===== config.mk =====
export PLATFORM = sky130hd
export DESIGN_NAME = branch_resolve_queue
export DESIGN_NICKNAME = d
export VERILOG_FILES = /design/src/rtl/branch_resolve_queue.sv
export SDC_FILE = /design/constraint.sdc
export NUM_CORES = 1
export LEC_CHECK = 0
export CAP_MARGIN = 40
export CELL_PAD_IN_SITES_DETAIL_PLACEMENT = 1
export CELL_PAD_IN_SITES_GLOBAL_PLACEMENT = 2
export CORE_MARGIN = 8
export CORE_UTILIZATION = 40
export CTS_BUF_LIST = sky130_fd_sc_hd__clkbuf_4
export CTS_CLUSTER_SIZE = 8
export DETAILED_ROUTE_END_ITERATION = 10
export PLACE_DENSITY = 0.87
export SLEW_MARGIN = 10
export SYNTH_ARGS = -nofsm -noshare
export SYNTH_HDL_FRONTEND = slang
export SYNTH_SLANG_ARGS = --single-unit

===== constraint.sdc =====
create_clock -name clk -period 5.6 [get_ports clk]
set_input_delay 1.12 -clock clk [delete_from_list [all_inputs] [get_ports clk]]
set_output_delay 1.12 -clock clk [all_outputs]
set_load 0.005 [all_outputs]

===== src/rtl/branch_resolve_queue.sv =====
// rtl/branch_resolve_queue.sv - in-order branch record queue that trains the PHT and redirects fetch on mispredict
// Optional macro BRQ_STATS_EN builds saturating resolve/mispredict counters; otherwise the stat outputs are 0.
module branch_resolve_queue #(
  parameter int PHT_DEPTH   = 6,
  parameter int QUEUE_DEPTH = 4,
  localparam int CNT_W      = $clog2(QUEUE_DEPTH) + 1
) (
  input  logic                 clk,
  input  logic                 rst,
  input  logic                 push_valid,
  input  logic [31:0]          push_pc,
  input  logic                 push_pred_take,
  input  logic [31:0]          push_pred_target,
  input  logic [PHT_DEPTH-1:0] push_pht_index,
  output logic                 push_ready,
  input  logic                 resolve_valid,
  input  logic                 resolve_take,
  input  logic [31:0]          resolve_target,
  output logic                 update_valid,
  output logic                 update_take,
  output logic [PHT_DEPTH-1:0] update_pht_index,
  output logic                 mispredict,
  output logic [31:0]          redirect_pc,
  output logic [CNT_W-1:0]     count,
  output logic                 empty,
  output logic                 full,
  output logic                 err_underflow,
  output logic [31:0]          stat_resolved,
  output logic [31:0]          stat_mispred
);
  localparam int PTR_W = $clog2(QUEUE_DEPTH);

  logic [31:0]          pc_q   [QUEUE_DEPTH];
  logic [31:0]          pc_d   [QUEUE_DEPTH];
  logic                 take_q [QUEUE_DEPTH];
  logic                 take_d [QUEUE_DEPTH];
  logic [31:0]          tgt_q  [QUEUE_DEPTH];
  logic [31:0]          tgt_d  [QUEUE_DEPTH];
  logic [PHT_DEPTH-1:0] idx_q  [QUEUE_DEPTH];
  logic [PHT_DEPTH-1:0] idx_d  [QUEUE_DEPTH];

  logic [PTR_W-1:0]     head_q, head_d, tail_q, tail_d;
  logic [CNT_W-1:0]     count_q, count_d;
  logic                 update_valid_q, update_valid_d;
  logic                 update_take_q, update_take_d;
  logic [PHT_DEPTH-1:0] update_idx_q, update_idx_d;
  logic                 mispredict_q, mispredict_d;
  logic [31:0]          redirect_q, redirect_d;
  logic                 err_q, err_d;

  logic wrong, do_pop, flush, do_push;

  assign empty = (count_q == '0);
  assign full  = (count_q == CNT_W'(QUEUE_DEPTH));

  // Direction mismatch, or both taken but to different targets.
  assign wrong = (take_q[head_q] != resolve_take) |
                 (take_q[head_q] & resolve_take & (tgt_q[head_q] != resolve_target));
  assign do_pop     = resolve_valid & ~empty;
  assign flush      = do_pop & wrong;
  assign push_ready = ~full | (resolve_valid & ~empty & ~wrong);
  assign do_push    = push_valid & push_ready & ~flush;

  always_comb begin
    pc_d           = pc_q;
    take_d         = take_q;
    tgt_d          = tgt_q;
    idx_d          = idx_q;
    head_d         = head_q;
    tail_d         = tail_q;
    count_d        = count_q;
    update_valid_d = do_pop;
    update_take_d  = do_pop ? resolve_take : update_take_q;
    update_idx_d   = do_pop ? idx_q[head_q] : update_idx_q;
    mispredict_d   = flush;
    redirect_d     = redirect_q;
    err_d          = err_q | (resolve_valid & empty);
    if (flush) begin
      // Younger records are wrong-path; collapse the queue just past the resolved head.
      head_d     = head_q + 1'b1;
      tail_d     = head_q + 1'b1;
      count_d    = '0;
      redirect_d = resolve_take ? resolve_target : pc_q[head_q] + 32'd8;
    end else begin
      if (do_push) begin
        pc_d[tail_q]   = push_pc;
        take_d[tail_q] = push_pred_take;
        tgt_d[tail_q]  = push_pred_target;
        idx_d[tail_q]  = push_pht_index;
        tail_d         = tail_q + 1'b1;
      end
      if (do_pop) head_d = head_q + 1'b1;
      case ({do_push, do_pop})
        2'b10:   count_d = count_q + 1'b1;
        2'b01:   count_d = count_q - 1'b1;
        default: count_d = count_q;
      endcase
    end
  end

  always_ff @(posedge clk) begin
    pc_q   <= pc_d;
    take_q <= take_d;
    tgt_q  <= tgt_d;
    idx_q  <= idx_d;
  end

  always_ff @(posedge clk) begin
    if (rst) begin
      head_q         <= '0;
      tail_q         <= '0;
      count_q        <= '0;
      update_valid_q <= 1'b0;
      update_take_q  <= 1'b0;
      update_idx_q   <= '0;
      mispredict_q   <= 1'b0;
      redirect_q     <= '0;
      err_q          <= 1'b0;
    end else begin
      head_q         <= head_d;
      tail_q         <= tail_d;
      count_q        <= count_d;
      update_valid_q <= update_valid_d;
      update_take_q  <= update_take_d;
      update_idx_q   <= update_idx_d;
      mispredict_q   <= mispredict_d;
      redirect_q     <= redirect_d;
      err_q          <= err_d;
    end
  end

  assign count            = count_q;
  assign update_valid     = update_valid_q;
  assign update_take      = update_take_q;
  assign update_pht_index = update_idx_q;
  assign mispredict       = mispredict_q;
  assign redirect_pc      = redirect_q;
  assign err_underflow    = err_q;

`ifdef BRQ_STATS_EN
  logic [31:0] stat_resolved_q, stat_resolved_d, stat_mispred_q, stat_mispred_d;

  always_comb begin
    stat_resolved_d = stat_resolved_q;
    stat_mispred_d  = stat_mispred_q;
    if (do_pop && stat_resolved_q != 32'hFFFF_FFFF) stat_resolved_d = stat_resolved_q + 32'd1;
    if (flush && stat_mispred_q != 32'hFFFF_FFFF)   stat_mispred_d  = stat_mispred_q + 32'd1;
  end

  always_ff @(posedge clk) begin
    if (rst) begin
      stat_resolved_q <= '0;
      stat_mispred_q  <= '0;
    end else begin
      stat_resolved_q <= stat_resolved_d;
      stat_mispred_q  <= stat_mispred_d;
    end
  end

  assign stat_resolved = stat_resolved_q;
  assign stat_mispred  = stat_mispred_q;
`else
  assign stat_resolved = 32'd0;
  assign stat_mispred  = 32'd0;
`endif
endmodule

==> impl_metrics.env <==
export IMPL_die_h_microns=204
export IMPL_hold_buffers=0
export IMPL_die_w_microns=204
export IMPL_dr_total_vias=8455
export IMPL_clk_latency_ns=0.73
export IMPL_layout_commonest_cell="edfxtp_1"
export IMPL_post_cts_buffers=0
export IMPL_start_kind="flip-flop"
export IMPL_placedCellCount=1463
export IMPL_overflow=0
export IMPL_drtPass1Iterations=5
export IMPL_cts_htree_levels=3
export IMPL_ctsResizeCount=0
export IMPL_finalHoldViolations=0
export IMPL_drive_above_1_share=0.212
export IMPL_path_clk_slew_ns=0.06
export IMPL_synthToLayoutAreaGrowth_pct=21.9
export IMPL_syn_area_per_cell_sq_um=16.3
export IMPL_yosysSeqAreaShare=0.674
export IMPL_grt_pass1_vias=9185
export IMPL_fin_nets=1204
export IMPL_max_cap_viol_count=0
export IMPL_synth_enable_flop_cells=284
export IMPL_max_slew_margin=0.484
export IMPL_outcome="finished, final reports clean"
export IMPL_synth_seq_cells=333
export IMPL_cp_data_required_time_ns=4.48
export IMPL_max_vdd_ir_drop_v=0.000181
export IMPL_cts_max_path_buffers=3
export IMPL_finalSetupTns_ns=0
export IMPL_grt_pass1_wl_microns=56400
export IMPL_period_minus_slack_ns=5.32
export IMPL_die_area_sq_um=41600
export IMPL_grt_start_max_net_pins=43
export IMPL_cts_tree="built"
export IMPL_multiInputGateArea_sq_um=4030
export IMPL_grt_total_usage=0.181
export IMPL_placed_cell_area_sq_um=16000
export IMPL_power_density_nw_per_um2=457
export IMPL_syn_inst=867
export IMPL_yosys_warnings=0
export IMPL_hp_class="flip-flop to flip-flop"
export IMPL_path_max_fanout=17
export IMPL_drcViolationCount=0
export IMPL_area_sequential_sq_um=9520
export IMPL_final_area_sq_um=17200
export IMPL_drt_iter0_markers=552
export IMPL_fin_cells=1621
export IMPL_cts_made_buffers=84
export IMPL_cp_arrival_ns=4.20
export IMPL_viasPerCell=5.22
export IMPL_fmax_ghz=0.188
export IMPL_yosys_most_used_dff="edfxtp_1"
export IMPL_port_buffers=155
export IMPL_min_period_over_period=0.949
export IMPL_setup_viol=0
export IMPL_place_gp_congestion=0.799
export IMPL_core_area_sq_um=35100
export IMPL_synth_async_reset_ratio=0
export IMPL_routed_wl_microns=38300
export IMPL_layout_common_cells="edfxtp_1, clkdlybuf4s50_1, clkbuf_4"
export IMPL_synth_cell_types=48
export IMPL_dp_hpwl_microns=26300
export IMPL_row_count=69
export IMPL_worst_slew_pin_slew_ns=0.772
export IMPL_fill_cells=3436
export IMPL_antenna_found_initial=12
export IMPL_initial_core_util=0.402
export IMPL_io_pins=220
export IMPL_crit_type="flip-flop to primary output"
export IMPL_root_buffer="clkbuf_4"
export IMPL_synth_area_sq_um=14100
export IMPL_detail_route_antenna_nets=0
export IMPL_final_max_slew_violation_count=0
export IMPL_p_leak_nw=5.66
export IMPL_rsz0062_at_grt="false"
export IMPL_fin_skew_ns=0.0596
export IMPL_postLayoutCoreUtil=0.490
export IMPL_end_kind="primary output"
export IMPL_clkSinkCount=333
export IMPL_post_drt_wl_per_cell_microns=23.6
==> cells by family after synthesis <==
| kind of cell | count (synthesis) | share of synthesized area |
|---|---|---|
| multiplexers | 80 | 0.120 |
| AO/OA/AOI/OAI | 104 | 0.0473 |
| other | 1 | 0.000266 |
| AND/OR/NAND/NOR | 151 | 0.0568 |
| adder cells (fa/ha/maj) | 8 | 0.00762 |
| flip-flops | 333 | 0.674 |
| XOR/XNOR | 59 | 0.0366 |
| buffers and inverters | 131 | 0.0579 |
==> routing by layer <==
layer  vias up  track usage  share of wire
li1       3758            -              -
met2       284        0.303           0.50
met3        75       0.0615          0.078
met4        14       0.0622          0.021
met1      4324        0.217           0.40
met5         -            0         0.0024
==> area by class of cell <==
class / instances / share of cell area
inverters: 24 / 0.00524
multi-input cells: 466 / 0.235
well taps: 461 / 0.0335
flip-flops and latches: 333 / 0.553
clock buffers: 130 / 0.0567
diodes: 6 / 0.000873
repair buffers: 179 / 0.106
clock inverters: 22 / 0.00938
==> cells in the mapped netlist, types with 3 or more instances <==
master	number	area, sq um
mux4_2	71	1600
o211ai_1	16	120
mux2i_1	9	90.1
o21ai_0	17	85.1
and4_1	7	61.3
buf_6	6	67.6
nand2_1	47	176
edfxtp_1	284	8530
o31ai_1	5	37.5
a21oi_1	36	180
xnor2_1	45	394
a21o_1	6	45.0
dfxtp_1	49	981
ha_1	7	87.6
xor2_1	14	123
nand3_1	33	165
a22o_1	3	26.3
nand4_1	14	87.6
o22ai_1	8	50.1
inv_1	24	90.1
nor4_1	11	68.8
nor2_1	12	45.0
buf_2	11	55.1
nor4_2	3	37.5
buf_4	68	510
nor3_1	6	30.0
nand2b_1	5	31.3
or3_1	3	18.8
clkbuf_1	21	78.8
==> worst paths after layout <==
| kind | startpoint | to | slack, ns | depth (start not counted) |
|---|---|---|---|---|
| max | head_q[0] | push_ready | 0.28 | 8 |
| min | update_pht_index[1] | update_pht_index[1] | 0.46 | 2 |
| max reg2reg | head_q[0] | pc_q[86] | 1.16 | 10 |
| min reg2reg | update_pht_index[1] | update_pht_index[1] | 0.46 | 2 |
==> flip-flops by register name, indices dropped and copies added (netlist names) <==
name / count
head_q: 2
update_take: 1
tgt_q: 128
err_underflow: 1
update_valid: 1
update_pht_index: 6
mispredict: 1
tail_q: 2
redirect_pc: 32
idx_q: 24
count: 3
take_q: 4
pc_q: 128
==> report_power, final <==
| group | leakage (nW) | internal [mW] | switching [mW] |
|---|---|---|---|
| Combinational | 1.98 | 1.07 | 1.30 |
| Sequential | 3.00 | 3.16 | 0.170 |
| Clock | 0.676 | 1.19 | 0.970 |
==> per-stage QoR <==
stage	setup slack, ns	hold slack [ns]	total power [mW]
2_1_floorplan	0.813	0.453	4.90
3_3_place_gp	0.816	0.447	5.69
3_5_place_dp	0.681	0.449	5.77
4_1_cts	0.164	0.457	7.96
5_1_grt	0.0228	0.483	8.26
6_report	0.283	0.456	7.86
==> worst max-delay path: stages (launching register included) <==
cell and delay [ns]:
dfxtp_4 0.59, buf_12 0.24, mux4_2 0.54, xnor2_1 0.22
nand4_1 0.18, nor4_2 0.64, a21boi_2 0.15, o21ai_2 0.32
clkdlybuf4s50_1 0.60
Power figures use the tool's default switching activity.
